$ cat src/rtl/byte_serial_comp_if.sv
// Handshake and operand bus for the byte-serial magnitude comparator.
// A byte pair moves on a rising clk edge only when in_valid and in_ready are both high.
interface byte_serial_comp_if;
  logic       start;
  logic       in_valid;
  logic       in_ready;
  logic [7:0] A;
  logic [7:0] B;
  logic       EQ;
  logic       GT;
  logic       LT;
  logic       done;
  logic       busy;

  modport master (
    output start, in_valid, A, B,
    input  in_ready, EQ, GT, LT, done, busy
  );

  modport slave (
    input  start, in_valid, A, B,
    output in_ready, EQ, GT, LT, done, busy
  );
endinterface

$ cat src/rtl/byte_serial_comp.sv
// Byte-serial unsigned comparator: folds NBYTES byte pairs, MSB first, into an
// EQ/GT cascade and publishes one registered EQ/GT/LT result per comparison.
module byte_serial_comp #(
  parameter int NBYTES = 4
) (
  input  logic                 clk,
  input  logic                 reset,
  byte_serial_comp_if.slave    bus,
  output logic [1:0]           dbg_state
);

  localparam int CW = $clog2(NBYTES);
  localparam logic [CW-1:0] LAST = CW'(NBYTES - 1);

  typedef enum logic [1:0] {
    IDLE = 2'd0,
    RUN  = 2'd1,
    DONE = 2'd2
  } state_t;

  state_t        state;
  logic [CW-1:0] cnt;
  logic          eq_r;
  logic          gt_r;
  logic          eq_n;
  logic          gt_n;
  logic          beat;

  // Cascade slice: once a higher byte differs, eq_r is 0 and lower bytes are inert.
  always_comb begin
    eq_n = eq_r & (bus.A == bus.B);
    gt_n = gt_r | (eq_r & (bus.A > bus.B));
  end

  assign beat      = bus.in_valid & bus.in_ready;
  assign dbg_state = state;

  always_ff @(posedge clk) begin
    if (reset) begin
      state        <= IDLE;
      cnt          <= '0;
      eq_r         <= 1'b1;
      gt_r         <= 1'b0;
      bus.EQ       <= 1'b0;
      bus.GT       <= 1'b0;
      bus.LT       <= 1'b0;
      bus.done     <= 1'b0;
      bus.busy     <= 1'b0;
      bus.in_ready <= 1'b0;
    end else begin
      bus.done <= 1'b0;
      case (state)
        IDLE, DONE: begin
          if (bus.start) begin
            state        <= RUN;
            cnt          <= '0;
            eq_r         <= 1'b1;
            gt_r         <= 1'b0;
            bus.in_ready <= 1'b1;
            bus.busy     <= 1'b1;
          end else begin
            state <= IDLE;
          end
        end
        RUN: begin
          if (beat) begin
            eq_r <= eq_n;
            gt_r <= gt_n;
            if (cnt == LAST) begin
              // Final byte goes straight into the result; cnt stays put.
              state        <= DONE;
              bus.EQ       <= eq_n;
              bus.GT       <= gt_n;
              bus.LT       <= ~eq_n & ~gt_n;
              bus.done     <= 1'b1;
              bus.in_ready <= 1'b0;
              bus.busy     <= 1'b0;
            end else begin
              cnt <= cnt + 1'b1;
            end
          end
        end
        default: begin
          state        <= IDLE;
          bus.in_ready <= 1'b0;
          bus.busy     <= 1'b0;
        end
      endcase
    end
  end

endmodule

$ cat src/flat_wrapper.sv
// flat-port wrapper written by rule: the top's interface ports become plain ports
module byte_serial_comp_flat 
#(
  parameter int NBYTES = 4
)
  (clk, reset, dbg_state, bus_start, bus_in_valid, bus_A, bus_B, bus_in_ready, bus_EQ, bus_GT, bus_LT, bus_done, bus_busy);
  byte_serial_comp_if bus_i ();
  input  logic clk;
  input  logic reset;
  output logic [1:0] dbg_state;
  input wire logic [$bits(bus_i.start)-1:0] bus_start;
  input wire logic [$bits(bus_i.in_valid)-1:0] bus_in_valid;
  input wire logic [$bits(bus_i.A)-1:0] bus_A;
  input wire logic [$bits(bus_i.B)-1:0] bus_B;
  output wire logic [$bits(bus_i.in_ready)-1:0] bus_in_ready;
  output wire logic [$bits(bus_i.EQ)-1:0] bus_EQ;
  output wire logic [$bits(bus_i.GT)-1:0] bus_GT;
  output wire logic [$bits(bus_i.LT)-1:0] bus_LT;
  output wire logic [$bits(bus_i.done)-1:0] bus_done;
  output wire logic [$bits(bus_i.busy)-1:0] bus_busy;
  assign bus_i.start = bus_start;
  assign bus_i.in_valid = bus_in_valid;
  assign bus_i.A = bus_A;
  assign bus_i.B = bus_B;
  assign bus_in_ready = bus_i.in_ready;
  assign bus_EQ = bus_i.EQ;
  assign bus_GT = bus_i.GT;
  assign bus_LT = bus_i.LT;
  assign bus_done = bus_i.done;
  assign bus_busy = bus_i.busy;
  byte_serial_comp #(.NBYTES(NBYTES)) u_core (.clk(clk), .reset(reset), .bus(bus_i), .dbg_state(dbg_state));
endmodule
$ cat config.mk
export PLATFORM = sky130hd
export DESIGN_NAME = byte_serial_comp_flat
export DESIGN_NICKNAME = d
export VERILOG_FILES = /design/src/rtl/byte_serial_comp_if.sv /design/src/rtl/byte_serial_comp.sv /design/src/flat_wrapper.sv
export SDC_FILE = /design/constraint.sdc
export NUM_CORES = 1
export LEC_CHECK = 0
export CAP_MARGIN = 20
export CELL_PAD_IN_SITES_DETAIL_PLACEMENT = 1
export CELL_PAD_IN_SITES_GLOBAL_PLACEMENT = 2
export CORE_ASPECT_RATIO = 1.4
export CORE_MARGIN = 4
export CORE_UTILIZATION = 23
export CTS_CLUSTER_DIAMETER = 80
export CTS_CLUSTER_SIZE = 28
export DETAILED_ROUTE_END_ITERATION = 8
export HOLD_SLACK_MARGIN = 0.12
export MAX_ROUTING_LAYER = met4
export PLACE_DENSITY = 0.83
export SLEW_MARGIN = 20
export SYNTH_ARGS = -nofsm -noshare
export SYNTH_HDL_FRONTEND = slang
export SYNTH_SLANG_ARGS = --single-unit
$ cat constraint.sdc
create_clock -name clk -period 2.1 [get_ports clk]
set_input_delay 0.525 -clock clk [delete_from_list [all_inputs] [get_ports clk]]
set_output_delay 0.525 -clock clk [all_outputs]
set_load 0.01 [all_outputs]
# After elaboration in Yosys (flattened, before gate mapping)
# Index checks and enable logic that the tools add are counted.
# word_totals
mem_bits_rw	0
romBits	0
latchBits	0
memories	0
output_inout_bits	8
reg_bits	11
# op_classes
multipliers	0
n_addsub	1
div	0
shift	0
reduce_logical	9
muxes	18
bitwise_logic	9
n_lt_le_gt_ge	1
eq_ne	8
# ops
operator	count
2-bit two-way mux	5
3-bit AND reduction	3
8-bit == test	1
8-bit greater-than comparator	1
1-bit two-way mux	8
2-bit case mux with 2 select lines	2
1-bit case mux with 2 select lines	3
1-bit AND	4
2-bit == test, second input constant	2
2-bit by 1-bit != test with 1-bit output, second input constant	2
2-bit != test, second input constant	2
1-bit inverter	4
4-bit AND reduction	1
3-bit OR reduction	1
2-bit by 1-bit adder with 2-bit output, second input constant	1
2-bit by 1-bit == test with 1-bit output, second input constant	1
2-bit logical NOT	1
2-bit AND reduction	1
2-bit nonzero test	1
2-bit OR reduction	1
1-bit OR	1

# Depth between registers and ports, before layout
# Gate-level depths: netlist of run 1.
# logic_depth
depth_word	5
ltp_mapped	7
ltp_nobuf	7

# Worst setup path before layout of run 1
# OpenSTA, ideal clock, no wires.
# synth_timing
path_type	input to register
from	input port bus_B[6]
to	register u_core.bus.LT
t_arrival_ps	1557
slack_ps	426
stages	7
required_time_ps	1983
path_cell_list	inv_1 -> ha_1 -> and4_1 -> nand2_1 -> a211oi_1 -> a31oi_1 -> a32o_1
# synth_via
elab_chain_len	5
# synth_lines
item	line	rtl
from (decl)	flat_wrapper.sv:14	input wire logic [$bits(bus_i.B)-1:0] bus_B;
8-bit greater-than comparator	byte_serial_comp.sv:32	gt_n = gt_r | (eq_r & (bus.A > bus.B));
1-bit AND	byte_serial_comp.sv:32	
1-bit OR	byte_serial_comp.sv:32	
1-bit inverter	byte_serial_comp.sv:74	bus.LT <= ~eq_n & ~gt_n;
1-bit AND (*)	byte_serial_comp.sv:74	
to (signal assigned)	byte_serial_comp.sv:74	
to (decl)	byte_serial_comp_if.sv:22	output in_ready, EQ, GT, LT, done, busy
# Mark *: on every way between the ends. The rest lies on a longest branch, timed or not.
# A chain may end at the register's enable or synchronous reset.

# Worst setup path after layout of run 1
# layout_timing
from	input port bus_B[6]
to	register u_core.gt_r
# layout_via
elab_chain_len	5
# layout_lines
item	line	rtl
8-bit greater-than comparator	byte_serial_comp.sv:32	
1-bit AND	byte_serial_comp.sv:32	
1-bit OR	byte_serial_comp.sv:32	
1-bit two-way mux	byte_serial_comp.sv:66	if (beat) begin
1-bit case mux with 2 select lines	byte_serial_comp.sv:52	case (state)
to (signal assigned)	byte_serial_comp.sv:68	gt_r <= gt_n;
to (decl)	byte_serial_comp.sv:24	logic gt_r;
# Every way passes these cells. The select of a mux whose other input is x is not followed.

==> results of run 1 <==
[cells by family after synthesis]
kind of cell,synth area share (%)
AND/OR/NAND/NOR,22.88
AO/OA/AOI/OAI,18.20
buffers and inverters,8.109
adder cells (fa/ha/maj),16.22
flip-flops,31.71
multiplexers,2.883
[path summary, 6_finish.rpt]
| kind | from | end | slack [ps] | cells after the start |
|---|---|---|---|---|
| worst min-delay path | u_core.cnt[1]$_SDFFE_PP0P_ | u_core.cnt[1]$_SDFFE_PP0P_ | 510 | 2 |
| worst min register to register | u_core.cnt[1]$_SDFFE_PP0P_ | u_core.cnt[1]$_SDFFE_PP0P_ | 510 | 2 |
| worst max register to register | u_core.dbg_state[0]$_SDFFE_PP0P_ | u_core.bus.LT$_SDFFE_PP0P_ | 650 | 5 |
| worst max-delay path | bus_B[6] | u_core.gt_r$_SDFFE_PP0P_ | 70 | 8 |
[registers in the layout, summed over array words and instances (netlist names)]
name	cells
u_core.gt_r	1
u_core.cnt	2
u_core.eq_r	1
u_core.bus.LT	1
u_core.bus.GT	1
u_core.bus.done	1
u_core.dbg_state	2
u_core.bus.busy	1
u_core.bus.EQ	1
[tightest hold or removal path, stage by stage, from the launching register on]
cell,delay [ps]
sky130_fd_sc_hd__dfxtp_1,330
sky130_fd_sc_hd__mux2i_1,70
sky130_fd_sc_hd__nor2_1,70
[cell usage in the layout (no fill, tap or decap), drive strengths merged]
master	count
a21oi	5
a211oi	1
and2b	1
ha	9
o211ai	1
and4	2
inv	10
clkbuf	4
o21ai	3
a211o	1
and3	2
a32o	1
nor3b	2
dfxtp	11
and3b	1
nand2	6
o21bai	2
clkdlybuf4s50	27
a31oi	3
buf	4
nand3	4
o32ai	1
nor2b	1
nor2	7
mux2i	2
[synth_stat cells]
cell type / number / area share (%)
sky130_fd_sc_hd__dfxtp_1: 11 / 32
sky130_fd_sc_hd__inv_1: 10 / 5.4
sky130_fd_sc_hd__ha_1: 9 / 16
sky130_fd_sc_hd__nor2_1: 7 / 3.8
sky130_fd_sc_hd__nand2_1: 6 / 3.2
sky130_fd_sc_hd__a21oi_1: 5 / 3.6
sky130_fd_sc_hd__nand3_1: 3 / 2.2
sky130_fd_sc_hd__o21ai_0: 3 / 2.2
sky130_fd_sc_hd__a31oi_1: 2 / 1.8
sky130_fd_sc_hd__and3_2: 2 / 2.2
sky130_fd_sc_hd__and4_1: 2 / 2.5
sky130_fd_sc_hd__mux2i_1: 2 / 2.9
sky130_fd_sc_hd__a211o_1: 1 / 1.3
sky130_fd_sc_hd__a211oi_1: 1 / 1.1
sky130_fd_sc_hd__a31oi_2: 1 / 1.8
sky130_fd_sc_hd__a32o_1: 1 / 1.4
sky130_fd_sc_hd__and2b_2: 1 / 1.3
sky130_fd_sc_hd__and3b_2: 1 / 1.4
sky130_fd_sc_hd__buf_4: 1 / 1.1
sky130_fd_sc_hd__buf_6: 1 / 1.6
sky130_fd_sc_hd__nand3_4: 1 / 2.5
sky130_fd_sc_hd__nor2b_1: 1 / 0.90
sky130_fd_sc_hd__nor3b_1: 1 / 1.1
sky130_fd_sc_hd__nor3b_2: 1 / 1.8
sky130_fd_sc_hd__o211ai_1: 1 / 1.1
sky130_fd_sc_hd__o21bai_1: 1 / 1.1
sky130_fd_sc_hd__o21bai_2: 1 / 1.6
sky130_fd_sc_hd__o32ai_1: 1 / 1.3
[stage by stage]
stage	area, um2	std cells	hold WS (ps)	total power, mW
2_1_floorplan	694.4	78	464.6	0.2806
3_3_place_gp	1022	144	484.1	0.3413
3_5_place_dp	1022	144	496.5	0.3465
4_1_cts	1067	148	507.7	0.5557
5_1_grt	1089	148	533.0	0.5883
6_report	1089	148	507.4	0.5538
[per-layer routing]
layer	part of all wire (%)	vias to the layer above	GRT usage, %	routed length (um)
li1	-	341	-	-
met1	34	307	9.601	628
met2	56	23	18.91	1014
met3	7.0	6	2.045	128
met4	2.7	0	6.648	50
met5	0	-	-	0
[report_power, final]
| group | internal, mW | leakage [nW] | switching, mW |
|---|---|---|---|
| combinational | 0.0749 | 0.351 | 0.0496 |
| clock | 0.133 | 0.0228 | 0.0743 |
| sequential | 0.215 | 0.0894 | 0.00721 |
[cell type report]
type                    count  area, um2
fillers                   343       1789
repair buffers             31      300.3
multi-input cells          55      439.2
flip-flops and latches     11      220.2
inverters                  10      37.54
clock buffers               4      45.04
well taps                  37      46.29
==> results.ini, run 1 <==
[clock_network]
clock_tree.htree_level_count=1
cts.hold.buffers_added=0
ctsRootBufferMaster=sky130_fd_sc_hd__clkbuf_8
clock_sink_count=11
cts_inserted_buffers=3
worst_skew_pair.late_latency_ps=240
post_cts_resize_count=0
clkTransAtPathRegs_ps=50
post_cts_buffers=0
clockBufferDepth=2
tritoncts=done

[timing]
fin_setup_tns_ps=0
slew_headroom_pct=81.48
final.setup_skew_ps=2.495
timing.final.ws_setup_ps=70.08
layout_min_cycle_time_ps=2030
clock.fmax_mhz=492.6
finalSetupViolCount=0
worst_margin_slew_ps=276.9
pins_over_their_slew_limit=0
hold_viol=0
timing.final.crit_share_pct=96.66

[placed_design]
hpwl_mm=1.498
pre_cts_ws_ps=-218.7
port_buffers=27
place.gp.congestion=0.6650

[global_route]
global_route_usage_over_all_layers_pct=10.53
grt_start_max_net_pins=9
number_of_global_route_vias_before_repair=707
initial_antenna_violation_count=0
leftover_overflow_at_the_end_of_global_routing=0
global_route_wire_length_before_repair_mm=2.939

[routing]
detail_route.first_pass.iterations=2
drt_wl_total_mm=1.821
via_density=4.574
drc_violation_total_after_the_first_tritonroute_iteration=3
route.detailed.wl_per_inst_um=12.30
drt.antenna.violating_nets=0
total_number_of_vias=677
drt_drc_violations_left=0

[logic_synthesis]
seq_area_frac_synth_pct=31.71
yosys.cell_types.count=28
ys_seq_elements=11
ys_warn_count=0
syn-cell-area_um2=694.4
synth_fp_nets=107
synthCells=78
syn_area_per_cell_um2=8.903

[setup_path]
timing.critical_path.fanout_max=3
worstPathArrival_ps=2170
cp.required_ps=2240
startpoint_type=primary input
worst_path_max_delay_cell=sky130_fd_sc_hd__clkdlybuf4s50_1
timing.critical_path.cells=clkdlybuf4s50_1, inv_1, ha_1, and4_4, nand2_1, a211oi_2, a31oi_2, o32ai_2
critPathCaptureType=register
crit_family=compound AO/OA/AOI/OAI gates
worstPathBufferInverterCount=2
critical-path-max-stage-delay_ps=450
critical_path_class=primary input to register

[final_layout]
nets=141
postLayoutCoreUtil_pct=37.83
flow.area_growth_from_synthesis_pct=56.76
layout_cell_share_with_drive_strength_beyond_1_pct=17.12
n_antenna_cell=0

[pwr]
power_leakage_nw=0.4627
vdd.ir_drop.worst_mv=0.1705
p_per_area_nw_per_um2=508.7

[floorplanning]
die_height_um=73.02
starting_density_of_the_core_pct=24.13
die_area_um2=3975
coreArea_um2=2878
fp-row-count=23
die_w_um=54.44
top_level_pins=28

[run]
max-cap-violations=0

[worst_hold_path]
holdCritPathClass=register to register

[outcome]
outcome=finished clean

No activity file was read; power rests on OpenSTA's default activity.
==> run 2, diff against run 1 <==
--- a/config.mk
+++ b/config.mk
@@ -14,7 +14,6 @@
 export CTS_CLUSTER_DIAMETER = 80
 export CTS_CLUSTER_SIZE = 28
 export DETAILED_ROUTE_END_ITERATION = 8
-export HOLD_SLACK_MARGIN = 0.12
 export MAX_ROUTING_LAYER = met4
 export PLACE_DENSITY = 0.83
 export SLEW_MARGIN = 20
==> results of run 2 <==
No change in the layout: final DEF, timing and power equal those of run 1.
==> run 3, diff against run 2 <==
--- a/config.mk
+++ b/config.mk
@@ -16,6 +16,8 @@
 export DETAILED_ROUTE_END_ITERATION = 8
 export MAX_ROUTING_LAYER = met4
 export PLACE_DENSITY = 0.83
+export SETUP_SLACK_MARGIN = 0.5
+export SKIP_CTS_REPAIR_TIMING = 1
 export SLEW_MARGIN = 20
 export SYNTH_ARGS = -nofsm -noshare
 export SYNTH_HDL_FRONTEND = slang
==> run 3 against run 2 <==
Effect of this change:
- largest power group unchanged
- flip-flop and latch count stayed put
- sequential power hardly changed
- first-iteration DRC count is 130% higher
- register-to-register slack better by 60 ps
- die area stayed put
- highest routed layer unchanged
==> results.ini, run 3 (synthesis results as in run 1) <==
[outcome]
outcome=finished clean

[setup_path]
timing.critical_path.fanout_max=3
startpoint_type=primary input
cp.required_ps=2240
critPathCaptureType=register
worstPathArrival_ps=1700
critical_path_class=primary input to register

[final_layout]
flow.area_growth_from_synthesis_pct=87.39
layout.area.seq_um2=221.5
stdcell_count=154
mostFrequentLayoutCell=sky130_fd_sc_hd__dlymetal6s2s_1
multi_input_area_um2=553.0
nets=147
filler_cell_count=337
post_route_cell_area_um2=1301
n_antenna_cell=0
postLayoutCoreUtil_pct=45.22
layout_cell_share_with_drive_strength_beyond_1_pct=44.44
mostFrequentLayoutCells=17 x sky130_fd_sc_hd__dlymetal6s2s_1, 10 x sky130_fd_sc_hd__buf_4, 10 x sky130_fd_sc_hd__dfxtp_1

[timing]
timing.final.crit_share_pct=74.24
worst_margin_slew_ps=288.7
clock.fmax_mhz=641.5
rsz0062_at_grt=yes
hold_viol=0
layout_min_cycle_time_ps=1559
finalSetupViolCount=0
pins_over_their_slew_limit=0
final.setup_skew_ps=2.684
slew_headroom_pct=80.72

[clock_network]
worst_skew_pair.late_latency_ps=240
ctsRootBufferMaster=sky130_fd_sc_hd__clkbuf_8
tritoncts=done
clockBufferDepth=2
clock_sink_count=11
clkTransAtPathRegs_ps=50
cts_inserted_buffers=3
clock_tree.htree_level_count=1

[routing]
drt_drc_violations_left=0
total_number_of_vias=716
via_density=4.649
drt_wl_total_mm=1.997
detail_route.first_pass.iterations=2
route.detailed.wl_per_inst_um=12.97
drc_violation_total_after_the_first_tritonroute_iteration=7
drt.antenna.violating_nets=0

[floorplanning]
fp-row-count=23
starting_density_of_the_core_pct=24.13
die_height_um=73.02
coreArea_um2=2878
die_w_um=54.44
top_level_pins=28
die_area_um2=3975

[placed_design]
postPlaceCellArea_um2=1092
placedCellCount=144
place.gp.congestion=0.6496
port_buffers=27
hpwl_mm=1.576

[pwr]
vdd.ir_drop.worst_mv=0.2214
power_frac_comb_pct=26.0
pint_mw=0.4377
clockPowerShare_pct=36.8
power_mw=0.5948
power.net_switching_mw=0.1571
power.share.switching_pct=26.41
power_leakage_nw=0.7354
p_per_area_nw_per_um2=457.1
seq_power_share_pct=37.3

[global_route]
initial_antenna_violation_count=0
leftover_overflow_at_the_end_of_global_routing=0
grt_start_max_net_pins=8
global_route_usage_over_all_layers_pct=10.48
number_of_global_route_vias_before_repair=686
global_route_wire_length_before_repair_mm=2.925

[worst_hold_path]
holdCritPathClass=register to register

[run]
max-cap-violations=0

==> run 3: changes by cell type in the layout (fill, tap and decap cells not counted), sizes merged <==
cell,delta
clkbuf,+1
dlymetal6s2s,+17
clkdlybuf4s50,-25
buf,+12
clkinv,+1
==> run 3: final cells by class <==
| class | count | area share, % |
|---|---|---|
| Timing Repair Buffer | 37 | 29.90 |
| Sequential cell | 11 | 17.02 |
| Inverter | 10 | 3.462 |
| Multi-Input combinational cell | 55 | 42.50 |
| Clock buffer | 3 | 3.173 |
| Tap cell | 37 | 3.558 |
| Clock inverter | 1 | 0.3846 |
==> run 3: path summary, 6_finish.rpt <==
path	depth (start not counted)	to	slack, ps	start
max	8	u_core.bus.LT$_SDFFE_PP0P_	540	bus_B[7]
min	2	u_core.bus.busy$_SDFFE_PP0P_	490	u_core.bus.busy$_SDFFE_PP0P_
max reg2reg	5	u_core.bus.LT$_SDFFE_PP0P_	710	u_core.cnt[0]$_SDFFE_PP0P_
min reg2reg	2	u_core.bus.busy$_SDFFE_PP0P_	490	u_core.bus.busy$_SDFFE_PP0P_
==> run 3: power by group through the flow <==
stage | combinational, mW | clock, mW | sequential, mW
finish | 0.154 | 0.219 | 0.222
global route | 0.173 | 0.239 | 0.223
CTS | 0.137 | 0.222 | 0.221
detailed placement | 0.136 | 0 | 0.226
global placement | 0.130 | 0 | 0.225
floorplan | 0.0668 | 0 | 0.226
==> run 3: layer usage <==
layer / vias to the layer above / GRT usage [%] / routed length, um
met5: - / - / 0
met4: 0 / 5.817 / 44
met3: 4 / 2.658 / 135
met2: 20 / 18.77 / 1102
met1: 339 / 9.589 / 714
li1: 353 / - / -
==> run 3: critical path: stages <==
cell                       delay (ps)
sky130_fd_sc_hd__buf_8             80
sky130_fd_sc_hd__inv_8             30
sky130_fd_sc_hd__ha_4             250
sky130_fd_sc_hd__and4_4           240
sky130_fd_sc_hd__nand2_2           60
sky130_fd_sc_hd__a211oi_2         210
sky130_fd_sc_hd__a31oi_2           70
sky130_fd_sc_hd__a32o_1           230
==> run 3: stage by stage <==
| stage | hold WS, ps | setup TNS, ps | setup slack (ps) |
|---|---|---|---|
| after CTS | 514.5 | 0 | 31.85 |
| after global routing | 531.6 | 0 | 494.5 |
| after detailed placement | 503.3 | -646.2 | -205.3 |
| final | 488.6 | 0 | 541.0 |
| after floorplan | 464.6 | 0 | 470.9 |
| after global placement | 487.9 | -484.5 | -158.6 |
